<file path="src/rtl/vga_timing_gen.sv">
// vga_timing_gen: 640x480@60 VGA timing generator.
// Divides the 50 MHz clk into a 25 MHz pixel strobe. Runs the horizontal and
// vertical counters and drives registered sync, blanking and pixel coordinates
// to the renderers. Also issues a one-clk frame tick at vertical-blank start.
// Optional feature macro: VGA_TEST_PATTERN_EN adds the test_color[23:0]
// output, which shows eight vertical colour bars.
module vga_timing_gen #(
   parameter int H_ACTIVE = 640,
   parameter int H_FP     = 16,
   parameter int H_SYNC   = 96,
   parameter int H_BP     = 48,
   parameter int V_ACTIVE = 480,
   parameter int V_FP     = 10,
   parameter int V_SYNC   = 2,
   parameter int V_BP     = 33
) (
   input  logic       clk,
   input  logic       rst,
   output logic       vga_clk,
   output logic       pix_en,
   output logic       hsync,
   output logic       vsync,
   output logic       active_pixels,
   output logic [9:0] xPixel,
   output logic [9:0] yPixel,
   output logic       VGA_BLANK_N,
   output logic       VGA_SYNC_N,
   output logic       frame_tick
`ifdef VGA_TEST_PATTERN_EN
   ,
   output logic [23:0] test_color
`endif
);

   localparam int H_TOTAL = H_ACTIVE + H_FP + H_SYNC + H_BP;
   localparam int V_TOTAL = V_ACTIVE + V_FP + V_SYNC + V_BP;

   // 10-bit forms of the timing boundaries, fixed at elaboration
   localparam logic [9:0] H_ACT_L    = 10'(H_ACTIVE);
   localparam logic [9:0] H_SYNC_BEG = 10'(H_ACTIVE + H_FP);
   localparam logic [9:0] H_SYNC_END = 10'(H_ACTIVE + H_FP + H_SYNC - 1);
   localparam logic [9:0] H_LAST     = 10'(H_TOTAL - 1);
   localparam logic [9:0] V_ACT_L    = 10'(V_ACTIVE);
   localparam logic [9:0] V_SYNC_BEG = 10'(V_ACTIVE + V_FP);
   localparam logic [9:0] V_SYNC_END = 10'(V_ACTIVE + V_FP + V_SYNC - 1);
   localparam logic [9:0] V_LAST     = 10'(V_TOTAL - 1);

   logic [9:0] h_cnt;
   logic [9:0] v_cnt;

   logic       h_act;
   logic       act_d;
   logic       hs_d;
   logic       vs_d;
   logic       tick_d;
   logic [9:0] x_d;
   logic [9:0] y_d;

   // Pixel strobe: toggles every clk, so it is high on every second edge
   always_ff @(posedge clk or negedge rst) begin
      if (!rst) pix_en <= 1'b0;
      else      pix_en <= ~pix_en;
   end

   // Pixel clock to the DAC: rises on the clk edge after the outputs change
   always_ff @(posedge clk or negedge rst) begin
      if (!rst) vga_clk <= 1'b0;
      else      vga_clk <= ~pix_en;
   end

   // Horizontal and vertical counters, advancing once per pixel
   always_ff @(posedge clk or negedge rst) begin
      if (!rst) begin
         h_cnt <= '0;
         v_cnt <= '0;
      end else if (pix_en) begin
         if (h_cnt == H_LAST) begin
            h_cnt <= '0;
            if (v_cnt == V_LAST) v_cnt <= '0;
            else                 v_cnt <= v_cnt + 10'd1;
         end else begin
            h_cnt <= h_cnt + 10'd1;
         end
      end
   end

   // Decode of the current counter position into next output values
   always_comb begin
      h_act  = 1'b0;
      act_d  = 1'b0;
      hs_d   = 1'b1;
      vs_d   = 1'b1;
      tick_d = 1'b0;
      x_d    = '0;
      y_d    = '0;
      h_act  = (h_cnt < H_ACT_L);
      act_d  = h_act && (v_cnt < V_ACT_L);
      hs_d   = !((h_cnt >= H_SYNC_BEG) && (h_cnt <= H_SYNC_END));
      vs_d   = !((v_cnt >= V_SYNC_BEG) && (v_cnt <= V_SYNC_END));
      tick_d = (h_cnt == '0) && (v_cnt == V_ACT_L);
      if (act_d) begin
         x_d = h_cnt;
         y_d = v_cnt;
      end
   end

   // Registered timing outputs, one pixel period behind the counters
   always_ff @(posedge clk or negedge rst) begin
      if (!rst) begin
         hsync         <= 1'b1;
         vsync         <= 1'b1;
         active_pixels <= 1'b0;
         xPixel        <= '0;
         yPixel        <= '0;
      end else if (pix_en) begin
         hsync         <= hs_d;
         vsync         <= vs_d;
         active_pixels <= act_d;
         xPixel        <= x_d;
         yPixel        <= y_d;
      end
   end

   // Frame tick: loaded every clk so it lasts exactly one clk
   always_ff @(posedge clk or negedge rst) begin
      if (!rst) frame_tick <= 1'b0;
      else      frame_tick <= pix_en & tick_d;
   end

   assign VGA_BLANK_N = active_pixels;
   assign VGA_SYNC_N  = 1'b0;

`ifdef VGA_TEST_PATTERN_EN
   localparam logic [9:0] BAR_LAST = 10'(H_ACTIVE / 8 - 1);

   logic [2:0]  bar_idx;
   logic [9:0]  bar_px;
   logic [23:0] bar_color;
   logic [23:0] color_d;

   // Bar index: counts bar widths across the visible part of a line,
   // cleared at line wrap so every line starts at bar 0
   always_ff @(posedge clk or negedge rst) begin
      if (!rst) begin
         bar_idx <= '0;
         bar_px  <= '0;
      end else if (pix_en) begin
         if (h_cnt == H_LAST) begin
            bar_idx <= '0;
            bar_px  <= '0;
         end else if (h_act) begin
            if (bar_px == BAR_LAST) begin
               bar_px  <= '0;
               bar_idx <= bar_idx + 3'd1;
            end else begin
               bar_px <= bar_px + 10'd1;
            end
         end
      end
   end

   // Colour lookup for the current bar, black outside the visible region
   always_comb begin
      bar_color = '0;
      color_d   = '0;
      case (bar_idx)
         3'd0:    bar_color = 24'hFFFFFF;
         3'd1:    bar_color = 24'hFFFF00;
         3'd2:    bar_color = 24'h00FFFF;
         3'd3:    bar_color = 24'h00FF00;
         3'd4:    bar_color = 24'hFF00FF;
         3'd5:    bar_color = 24'hFF0000;
         3'd6:    bar_color = 24'h0000FF;
         default: bar_color = 24'h000000;
      endcase
      if (act_d) color_d = bar_color;
   end

   // Registered test colour, aligned with the other timing outputs
   always_ff @(posedge clk or negedge rst) begin
      if (!rst)        test_color <= '0;
      else if (pix_en) test_color <= color_d;
   end
`endif

endmodule

</file>
<file path="config.mk">
export PLATFORM = sky130hd
export DESIGN_NAME = vga_timing_gen
export DESIGN_NICKNAME = d
export VERILOG_FILES = /design/src/rtl/vga_timing_gen.sv
export SDC_FILE = /design/constraint.sdc
export NUM_CORES = 1
export LEC_CHECK = 0
export BUFFER_PORTS_ARGS = -buffer_cell sky130_fd_sc_hd__buf_2
export CORE_MARGIN = 2
export CORE_UTILIZATION = 60
export CTS_CLUSTER_DIAMETER = 40
export CTS_CLUSTER_SIZE = 25
export DETAILED_ROUTE_END_ITERATION = 7
export GPL_ROUTABILITY_DRIVEN = 0
export GPL_TIMING_DRIVEN = 0
export HOLD_SLACK_MARGIN = 0.15
export PLACE_DENSITY = 0.86
export SLEW_MARGIN = 20
export SYNTH_ARGS = -nofsm -noshare
export SYNTH_HDL_FRONTEND = slang
export SYNTH_SLANG_ARGS = --single-unit
</file>
<file path="constraint.sdc">
create_clock -name clk -period 4.32 [get_ports clk]
set_input_delay 0.216 -clock clk [delete_from_list [all_inputs] [get_ports clk]]
set_output_delay 0.216 -clock clk [all_outputs]
set_load 0.05 [all_outputs]
</file>
==> results.py <==
metrics = {
    "global_routing": {
        "grt_antenna_before_repair": 0,
        "grt_pass1_wl_um": 7140,
        "grt_max_degree": 46,
        "grt_usage_pct": 23.4,
        "gr-total-overflow": 0,
        "grt_pass1_vias": 1505,
    },
    "timing": {
        "finalHoldViolCount": 0,
        "finalSetupViolCount": 0,
        "max_freq_mhz": 583,
        "rsz0062_at_grt": "false",
        "fin_skew_ns": 0.00802,
        "finalCriticalPeriod_ns": 1.72,
        "worst_pin_slew_ns": 0.964,
        "hold_ws_ns": 0.496,
        "final-max-slew-violation-count": 0,
        "setup_slack_ns": 2.60,
        "timing.slew.headroom_pct": 35.7,
        "period_share_pct": 39.7,
        "fin_setup_tns_ns": 0,
    },
    "detailed_routing": {
        "drc_errors": 0,
        "wl_per_cell_um": 15.6,
        "first_pass_iters": 4,
        "routed_wl_um": 4250,
        "drtAntennaViolNets": 0,
        "vias": 1573,
        "drt_iter0_drc": 120,
        "avgViaCountPerCell": 5.78,
    },
    "critical_path": {
        "worstPathArrival_ns": 1.96,
        "reg2reg_setup_slack_ns": 2.60,
        "worstPathRequired_ns": 4.57,
        "setup.worst_path.start_class": "flip-flop",
        "cp_max_fo": 8,
        "max_stage_delay_ns": 0.44,
        "crit_start": "h_cnt[0]",
        "worstPathCellList": "ha_1 > and4b_4 > and3_1 > buf_4 > nand4_1 > xnor2_1",
        "worstReg2RegStart": "h_cnt[0]",
        "cp_slowest_cell": "dfrtp_1",
        "path_class": "flip-flop to flip-flop",
        "setup.worst_path.end_class": "flip-flop",
    },
    "clock_tree": {
        "clock_path_buffers": 2,
        "h-tree-depth": 2,
        "cts_buffers": 5,
        "ctsRootBufferMaster": "clkbuf_4",
        "clock_sinks": 45,
        "cts_tree": "yes",
        "postCtsSetupBuffers": 0,
        "cts.clk_slew.worst_paths_ns": 0.12,
        "clock_latency_ns": 0.36,
    },
    "logic_synthesis": {
        "yosysWarnings": 0,
        "ys_ff_latch": 45,
        "syn_nets": 196,
        "netlist_area_um2": 2080,
        "avgSynthCellArea_um2": 11.0,
        "synth_cells": 190,
        "synth-seq-area-share_pct": 54.1,
        "ys_types": 41,
    },
    "floorplanning": {
        "core_area_um2": 3340,
        "std_cell_rows": 21,
        "die_w_um": 62.9,
        "start_util_pct": 62.5,
        "die_h_um": 62.9,
        "die_area_um2": 3960,
        "pin_count": 30,
    },
    "min_path": {
        "min_from": "hsync",
        "hold_path.class": "flip-flop to flip-flop",
    },
    "power": {
        "p_leak_nw": 1.11,
        "ir_drop_v": 0.000205,
        "power.total_uw": 677,
        "p_per_area_nw_per_um2": 286,
    },
    "placement": {
        "pre_cts_slack_ns": 2.64,
        "portBuffers": 28,
        "hpwlAfterDp_um": 3040,
        "dp.cells": 264,
        "place_area_um2": 2280,
    },
    "final_layout": {
        "fin_nets": 232,
        "diodes": 0,
        "drive_above_1_share_pct": 23.9,
        "postLayoutCoreUtil_pct": 70.9,
        "seq_area_um2": 1130,
        "final_cell_mix": "dfrtp_1, buf_2, a22o_1",
        "instances_no_fill": 272,
        "final_common_cell": "dfrtp_1",
        "multi_input_area_um2": 810,
        "layout-area-overhead-vs-synth_pct": 13.4,
        "fillers": 255,
        "design_area_um2": 2360,
    },
    "job": {
        "drv_cap": 0,
    },
    "outcome": {
        "status": "complete, no violations",
    },
}
-- synth_stat cells --
master	count	share of area [%]
xor2_1	3	1.3
nor4bb_1	1	0.48
nor4_1	2	0.60
xnor2_1	7	2.9
dfrtp_1	43	52
nand4_1	10	3.0
clkbuf_1	3	0.54
buf_2	1	0.24
mux2i_1	2	0.96
and4b_4	1	0.66
nand4_4	1	1.0
buf_6	3	1.6
nand2b_1	2	0.60
o22a_1	1	0.42
or2_2	1	0.30
nor2_1	8	1.4
nand2_1	12	2.2
and3_2	1	0.36
or3_1	1	0.30
a22o_1	18	7.6
and4bb_2	1	0.60
o22ai_1	1	0.30
clkbuf_2	2	0.48
or4_1	2	0.72
nand3_2	1	0.48
nor4b_1	1	0.42
inv_1	13	2.3
o21ai_0	9	2.2
o2bb2ai_1	1	0.42
and4_1	2	0.84
a21oi_1	6	1.4
ha_1	4	2.4
nand3_1	7	1.7
buf_4	5	1.8
conb_1	1	0.18
nor3_1	5	1.2
a21o_1	1	0.36
nand3b_1	1	0.36
nor2b_1	1	0.30
dfstp_2	2	2.5
and3_1	3	0.90
-- cell type report --
type / count / share of cell area, %
clock inverters: 2 / 1.48
repair buffers: 29 / 6.35
well taps: 46 / 2.43
clock buffers: 5 / 1.59
plain buffers: 14 / 4.13
flip-flops and latches: 45 / 47.7
multi-input cells: 118 / 34.2
inverters: 13 / 2.06
-- sequential cells by signal, summed over array words and instances (netlist names) --
name / flops
vsync: 1
vga_clk: 1
h_cnt: 10
yPixel: 10
v_cnt: 10
xPixel: 10
hsync: 1
frame_tick: 1
VGA_BLANK_N: 1
-- power by group --
group	switching (mW)	total [mW]	internal [mW]
Clock	0.127	0.245	0.118
Combinational	0.00966	0.0112	0.00151
Sequential	0	0.421	0.421
-- critical path, delay by kind of cell, from the launching register on --
family,cells,cell delay (ns)
flip-flops,1,0.44
adder cells (fa/ha/maj),1,0.25
XOR/XNOR,1,0.16
AND/OR/NAND/NOR,3,0.60
buffers and inverters,1,0.16
-- metal layers --
metal	share of wire, %	GRT usage [%]	routed length, um
met1	45	30.9	1910
met2	47	37.0	2010
met3	5.0	4.68	211
met4	2.7	11.7	116
met5	0	0	0
-- cells by family (layout without fill, tap and decap cells) --
logic type	count (synthesis)	after routing	synth area share (%)
mux	2	2	0.960
xor+xnor	10	10	4.20
simple gates	64	64	18.4
compound gates	37	37	12.7
buf+inv	27	63	7.02
fa+ha+maj	4	4	2.40
other cells	1	1	0.180
flops	45	45	54.1
-- worst paths after layout --
check / end / cells after the start
worst min-delay path: hsync / 2
max in group asynchronous: v_cnt[4] / 2
worst min register to register: hsync / 2
min in group asynchronous: xPixel[2] / 2
worst max-delay path: v_cnt[6] / 6
worst max register to register: v_cnt[6] / 6
-- what timing repair did --
action / 4_1_cts / 5_1_grt
resized for setup: 0 / 0
setup endpoints to repair: 0 / 0
hold buffers: 1 / 0
hold endpoints to repair: 43 / 0
Power figures use the tool's default switching activity.
